`src/rtl/req_ack_timer_pkg.sv`:
```
// Shared definitions for the request/acknowledge timeout checker.
package req_ack_timer_pkg;

  localparam int TIMEOUT_CYC_DEF = 20;

  typedef enum logic [1:0] {
    ST_IDLE  = 2'd0,
    ST_WAIT  = 2'd1,
    ST_ACK   = 2'd2,
    ST_DRAIN = 2'd3
  } state_t;

endpackage

```
`src/rtl/req_ack_sat_cnt.sv`:
```
// Saturating up-counter with synchronous clear; holds at MAX instead of wrapping.
module req_ack_sat_cnt #(
  parameter int WIDTH = 5,
  parameter int MAX   = 20
) (
  input  logic             clk,
  input  logic             rst_n,
  input  logic             clr,
  input  logic             inc,
  output logic [WIDTH-1:0] q
);

  localparam logic [WIDTH-1:0] MAX_Q = WIDTH'(MAX);

  always_ff @(posedge clk or negedge rst_n) begin
    if (!rst_n) begin
      q <= '0;
    end else if (clr) begin
      q <= '0;
    end else if (inc && (q != MAX_Q)) begin
      q <= q + 1'b1;
    end
  end

endmodule

```
`src/rtl/req_ack_timer.sv`:
```
// Watches one request/grant handshake and reports ack, protocol error or timeout.
module req_ack_timer
  import req_ack_timer_pkg::*;
#(
  parameter int TIMEOUT_CYC = TIMEOUT_CYC_DEF,
  parameter int CNT_W       = $clog2(TIMEOUT_CYC + 1)
) (
  input  logic             clk,
  input  logic             rst_n,
  input  logic             req_in,
  input  logic             grant,
  input  logic             abort_sig,
  output logic             req,
  output logic             ack,
  output logic             error,
  output logic             timeout,
  output logic             busy,
  output logic [CNT_W-1:0] wait_cnt
);

  localparam logic [CNT_W-1:0] LAST_CNT = CNT_W'(TIMEOUT_CYC - 1);

  state_t state, state_nxt;
  logic   ack_nxt, error_nxt, timeout_nxt;

  // Counter is held at zero outside WAIT, so every WAIT starts from 0.
  req_ack_sat_cnt #(
    .WIDTH (CNT_W),
    .MAX   (TIMEOUT_CYC)
  ) u_cnt (
    .clk   (clk),
    .rst_n (rst_n),
    .clr   (state != ST_WAIT),
    .inc   (state == ST_WAIT),
    .q     (wait_cnt)
  );

  always_comb begin
    state_nxt   = state;
    ack_nxt     = 1'b0;
    error_nxt   = 1'b0;
    timeout_nxt = 1'b0;
    case (state)
      ST_IDLE: begin
        if (req_in && !abort_sig) state_nxt = ST_WAIT;
      end
      ST_WAIT: begin
        if (abort_sig) begin
          state_nxt = ST_IDLE;
        end else if (grant) begin
          state_nxt = ST_ACK;
          ack_nxt   = 1'b1;
        end else if (!req_in) begin
          state_nxt = ST_IDLE;
          error_nxt = 1'b1;
        end else if (wait_cnt == LAST_CNT) begin
          state_nxt   = ST_DRAIN;
          timeout_nxt = 1'b1;
        end
      end
      ST_ACK: begin
        state_nxt = ST_IDLE;
      end
      ST_DRAIN: begin
        if (abort_sig || !req_in) state_nxt = ST_IDLE;
      end
      default: begin
        state_nxt = ST_IDLE;
      end
    endcase
  end

  // Outputs are registered from the next-state decode so they line up with state.
  always_ff @(posedge clk or negedge rst_n) begin
    if (!rst_n) begin
      state   <= ST_IDLE;
      req     <= 1'b0;
      ack     <= 1'b0;
      error   <= 1'b0;
      timeout <= 1'b0;
      busy    <= 1'b0;
    end else begin
      state   <= state_nxt;
      req     <= (state_nxt == ST_WAIT);
      ack     <= ack_nxt;
      error   <= error_nxt;
      timeout <= timeout_nxt;
      busy    <= (state_nxt != ST_IDLE);
    end
  end

endmodule

```
`config.mk`:
```
export PLATFORM = sky130hd
export DESIGN_NAME = req_ack_timer
export DESIGN_NICKNAME = d
export VERILOG_FILES = /design/src/rtl/req_ack_timer_pkg.sv /design/src/rtl/req_ack_sat_cnt.sv /design/src/rtl/req_ack_timer.sv
export SDC_FILE = /design/constraint.sdc
export NUM_CORES = 1
export LEC_CHECK = 0
export ABC_CLOCK_PERIOD_IN_PS = 2360
export CORE_AREA = 2 2 39 41
export CTS_CLUSTER_SIZE = 28
export DETAILED_ROUTE_END_ITERATION = 10
export DIE_AREA = 0 0 41 43
export DONT_BUFFER_PORTS = 1
export PLACE_DENSITY_LB_ADDON = 0.25
export SLEW_MARGIN = 40
export SYNTH_ARGS = -nofsm -noshare
export SYNTH_HDL_FRONTEND = slang
export SYNTH_SLANG_ARGS = --single-unit
```
`constraint.sdc`:
```
create_clock -name clk -period 2.36 [get_ports clk]
set_input_delay 0.236 -clock clk [delete_from_list [all_inputs] [get_ports clk]]
set_output_delay 0.236 -clock clk [all_outputs]
set_load 0.02 [all_outputs]
```
Word-level counts from Yosys, hierarchy flattened
Cells that the tools add are included.
{"block": "word_totals", "regBits": 12, "input_bits": 5, "elab_cells": 44}
{"block": "classes", "n_addsub": 1, "n_eq_ne": 7, "n_mux": 21, "n_reduce_logical": 8}
{"op": "1-bit two-way mux", "n": 12}
{"op": "2-bit two-way mux", "n": 6}
{"op": "5-bit two-way mux", "n": 2}
{"op": "2-bit one-hot mux with 4 select lines", "n": 1}
{"op": "5-bit by 1-bit adder with 5-bit output (second input constant)", "n": 1}
{"op": "5-bit equality test (second input constant)", "n": 1}
{"op": "5-bit inequality test (second input constant)", "n": 1}
{"op": "2-bit by 1-bit equality test with 1-bit output (second input constant)", "n": 2}
{"op": "2-bit equality test (second input constant)", "n": 2}
{"op": "2-bit nonzero test", "n": 2}
{"op": "1-bit logical AND", "n": 2}
{"op": "1-bit logical NOT", "n": 2}
{"op": "2-bit logical NOT", "n": 1}
{"op": "2-bit by 1-bit inequality test with 1-bit output (second input constant)", "n": 1}
{"op": "1-bit logical OR", "n": 1}

Depth between registers and ports, before layout
{"block": "logic_depth", "word_depth": 7, "mapped_depth": 5, "ltp_nobuf": 5}

Modules after synthesis
From an unflattened synthesis, not the netlist that was laid out.
{"block": "hier_totals", "hier_cells": 58, "hier_area_um2": 596.8}
{"mod": "req_ack_timer", "instances": 1, "cells_per_inst": 29, "area_each_um2": 310.3, "seq_area_each_um2": 175.2}
{"mod": "req_ack_sat_cnt", "instances": 1, "cells_per_inst": 29, "area_each_um2": 286.5, "seq_area_each_um2": 125.1}

Worst setup path before layout
Ideal clock, no wire load.
{"block": "synth_path", "path_type": "register -> register", "startpoint": "register u_cnt.q[0]", "endpoint": "register state[1]", "setup_time_ns": 0.095, "arrival_ns": 1.261, "required_ns": 2.265, "path_slack_ns": 1.004, "path_stages_with_launch": 5, "n_path_buf": 0, "synth_period_minus_slack_ns": 1.356, "cell_sequence": "dfrtp_1 > ha_1 > and4bb_4 > nor3_2 > nor4b_2"}
{"block": "synth_via", "elab_chain_len": 6}
{"element": "start: declaration", "line": "req_ack_sat_cnt.sv:10", "text": "output logic [WIDTH-1:0] q"}
{"element": "start signal: assignment", "line": "req_ack_sat_cnt.sv:21", "text": "q <= q + 1'b1;"}
{"element": "5-bit equality test", "line": "req_ack_timer.sv:56", "text": "end else if (wait_cnt == LAST_CNT) begin"}
{"element": "2-bit two-way mux", "line": "req_ack_timer.sv:56"}
{"element": "2-bit two-way mux", "line": "req_ack_timer.sv:53", "text": "end else if (!req_in) begin"}
{"element": "2-bit two-way mux", "line": "req_ack_timer.sv:50", "text": "end else if (grant) begin"}
{"element": "2-bit two-way mux", "line": "req_ack_timer.sv:48", "text": "if (abort_sig) begin"}
{"element": "2-bit one-hot mux with 4 select lines", "line": "req_ack_timer.sv:43", "text": "case (state)"}
{"element": "via state_nxt[1]", "line": "req_ack_timer.sv:23", "text": "state_t state, state_nxt;"}
{"element": "end signal: assignment", "line": "req_ack_timer.sv:83", "text": "state <= state_nxt;"}
{"element": "end: declaration", "line": "req_ack_timer.sv:23"}
The timed path passes the listed nets, and every way through them passes these cells.
A chain may end at the register's enable or synchronous reset.

Worst setup path in the final report
{"block": "layout_path", "startpoint": "register u_cnt.q[0]", "endpoint": "register timeout"}
{"block": "layout_via", "elab_chain_len": 6}
{"element": "5-bit equality test", "line": "req_ack_timer.sv:56"}
{"element": "1-bit two-way mux", "line": "req_ack_timer.sv:56"}
{"element": "1-bit two-way mux", "line": "req_ack_timer.sv:53"}
{"element": "1-bit two-way mux", "line": "req_ack_timer.sv:50"}
{"element": "1-bit two-way mux", "line": "req_ack_timer.sv:48"}
{"element": "1-bit two-way mux", "line": "req_ack_timer.sv:43"}
{"element": "via timeout_nxt", "line": "req_ack_timer.sv:24", "text": "logic ack_nxt, error_nxt, timeout_nxt;"}
{"element": "end signal: assignment", "line": "req_ack_timer.sv:87", "text": "timeout <= timeout_nxt;"}
{"element": "end: declaration", "line": "req_ack_timer.sv:16", "text": "output logic timeout,"}
The timed path passes the listed nets, and every way through them passes these cells.

==> summary.md <==
| Metric | Value |
|---|---|
| Worst-Margin Slew | `0.544 ns` |
| Flop-to-flop setup slack | `0.90 ns` |
| Syn Inst Count | `48` |
| Worst-path clk slew | `0.08 ns` |
| Drt wl/cell | `14.1 microns` |
| Clk buf depth | `2` |
| Io pins | `15` |
| CP Class | `reg -> reg` |
| Clk Tree Root Cell | `clkbuf_4` |
| Area Overhead vs Synth | `11.0%` |
| Via/cell ratio | `5.54` |
| Multi-input gate area | `236 sq um` |
| HP Start | `abort_sig` |
| Yosys reg bits | `12` |
| Synth unique cells | `25` |
| CP max FO | `5` |
| Syn_nets | `55` |
| FILL cells | `137` |
| Post-CTS sizing | `0` |
| RSZ-0062 raised after global routing | `false` |
| Status | `completed` |
| Most used DFF post-synth | `dfrtp_1` |
| Critical path launch point type | `flip-flop` |
| Count leader, synth | `dfrtp_1` |
| Syn Std Cell Area | `557 sq um` |
| Compound-Gate Fraction of Synth Area | `7.42%` |
| Mux contribution to synthesized area | `1.80%` |
| Post-DP HPWL | `726 microns` |
| Synth top area cells | `dfrtp_1 54%, ha_1 4.5%, xor2_1 3.1%` |
| Total core area | `0.00138 sq mm` |
| Initial drt markers | `4` |
| CP max stage delay | `0.55 ns` |
| PwrDens | `653 mW/mm^2` |
| Cell Rows | `14` |
| Worst skew pair latency | `0.27 ns` |
| Crit path from | `u_cnt.q[0]` |
| Worst r2r src | `u_cnt.q[0]` |
| Syn avg cell area | `11.6 sq um` |
| Port Buffers | `0` |
| Worst Hold Depth | `1` |
| FFs w/ async S/R, synth | `100%` |
| Kind of end point of the critical path | `flip-flop` |
| Die area | `0.00176 sq mm` |
| Yosys top cell by area | `dfrtp_1` |
| Crit path cell chain | `ha_1 > and4bb_4 > inv_2 > nor4_2` |
| Max-cap viol count | `0` |
| Pleak | `0.272 nW` |
| FF-to-FF path depth | `4` |
| F_max | `0.683 GHz` |
| Simple-gate share of the synthesized area | `24.0%` |
| Post-route DRC violation count | `0` |
| Final setup fails | `0` |
| Xor/xnor share of the synthesized area | `4.72%` |
| Layout cells sized above 1 | `17.3%` |
| Vias in the first global route | `386` |
| Antenna Nets Post-Route | `0` |
| Peak supply drop | `0.381 mV` |
| Via Count | `377` |
| Fin. max-slew vios | `0` |
| GRT Overall Usage | `13.1%` |
| Antenna diodes | `0` |
| Adder-cell area share of the yosys netlist | `4.49%` |
| Final Cycle Share | `62.0%` |
| Setup bufs post-CTS | `0` |
| Synth cell count leaders | `12 x dfrtp_1, 4 x nor2_1, 3 x inv_1` |
| Synth warn | `0` |
| Layout net count | `60` |
| HP Class | `in -> reg` |
| Slew HR | `63.6%` |
| Num CTS Buffers | `3` |
| Gpl congestion | `0.706` |
| Grt total ovfl | `0` |
| Initial antenna violation count | `0` |
| PnR worst setup slack | `0.896 ns` |
| Final Hold Fails | `0` |
| Clk sink count | `12` |
| Placement Setup Slack | `0.900 ns` |
| CP Data Arrival Time | `1.64 ns` |
| Die H | `43 microns` |
| Seq/Total Area, Yosys | `53.9%` |
| Synth top area share | `53.9%` |
| CTS tree | `yes` |
| CP required | `2.53 ns` |
| Sequential cell area | `300 sq um` |
| Starting density of the core | `40.2%` |
| Setup TNS | `0 ns` |
| Fin crit period | `1.46 ns` |
| Htree depth | `1` |
| Largest family of logic cells by synthesized area | `simple AND/OR/NAND/NOR gates` |
| Global-route wire length before repair | `1520 microns` |
| Clock Skew | `0.00528 ns` |
| Die width | `41 microns` |
| Critical-path top delay cell | `dfrtp_1` |
| Pin count of the biggest net entering global routing | `13` |
| Final WL | `957 microns` |
| Router iterations before antenna repair | `2` |
| Post-synth EDFFs | `0` |
## cells in the final DEF, fill, tap and decap left out, drive strengths merged, types with 4 or more instances in the layout
cell type   n
clkbuf      4
dfrtp      12
inv         4
nor2        4
## timing repair
action                     CTS  global route
setup endpoints to repair    0             0
hold endpoints to repair    12             0
hold buffers                 1             0
## sequential cells by signal, summed over array words and instances (netlist names)
name     cells
req          1
timeout      1
state        2
error        1
u_cnt.q      5
busy         1
ack          1
## worst max-delay path, delay by kind of cell (launching register included)
kind / cells / cell delay [ns]
adders and majority gates: 1 / 0.27
buffers and inverters: 1 / 0.04
DFF: 1 / 0.55
and+or+nand+nor: 2 / 0.51
## cell families (layout without fill, tap and decap cells)
group	after synthesis	after routing
buffers and inverters	5	9
AOI/OAI and AO/OA	7	7
xor gates and xnor gates	3	3
and+or+nand+nor	18	18
muxes	1	1
adders and majority gates	2	2
DFF	12	12
## final cells by class
cell class	instances	area share [%]
flip-flops and latches	12	48.6
multi-input cells	31	38.3
clock buffers	4	5.87
well taps	16	3.24
inverters	4	2.43
repair buffers	1	1.62
## layer usage
| layer | track usage (%) | wire (microns) | up-vias |
|---|---|---|---|
| li1 | - | - | 177 |
| met1 | 14.9 | 397 | 188 |
| met2 | 20.3 | 495 | 10 |
| met3 | 4.19 | 56 | 2 |
| met4 | 8.00 | 6 | 0 |
| met5 | 0 | 0 | - |
## through the flow
step | power [mW] | utilization [%] | cells | area [sq um] | hold slack [ns]
after floorplan | 0.241 | - | 48 | 557 | -0.0596
after global placement | 0.244 | 41.3 | 63 | 572 | -0.0593
after detailed placement | 0.245 | 41.3 | 63 | 572 | -0.0593
after CTS | 0.411 | 44.7 | 68 | 618 | 0.0103
after global routing | 0.424 | 44.7 | 68 | 618 | 0.00369
final | 0.404 | 44.7 | 68 | 618 | 0.0186
## report_power, final
| part | switching [mW] | internal, mW |
|---|---|---|
| Clock | 0.0652 | 0.0936 |
| Sequential | 0.0117 | 0.211 |
| Combinational | 0.0126 | 0.00948 |
| Total | 0.0894 | 0.314 |
## path summary, 6_finish.rpt
path	end
max reg2reg	timeout
min	state[1]
max in group asynchronous	u_cnt.q[4]
min reg2reg	req
max	timeout
min in group asynchronous	state[1]
Power figures use the tool's default switching activity.
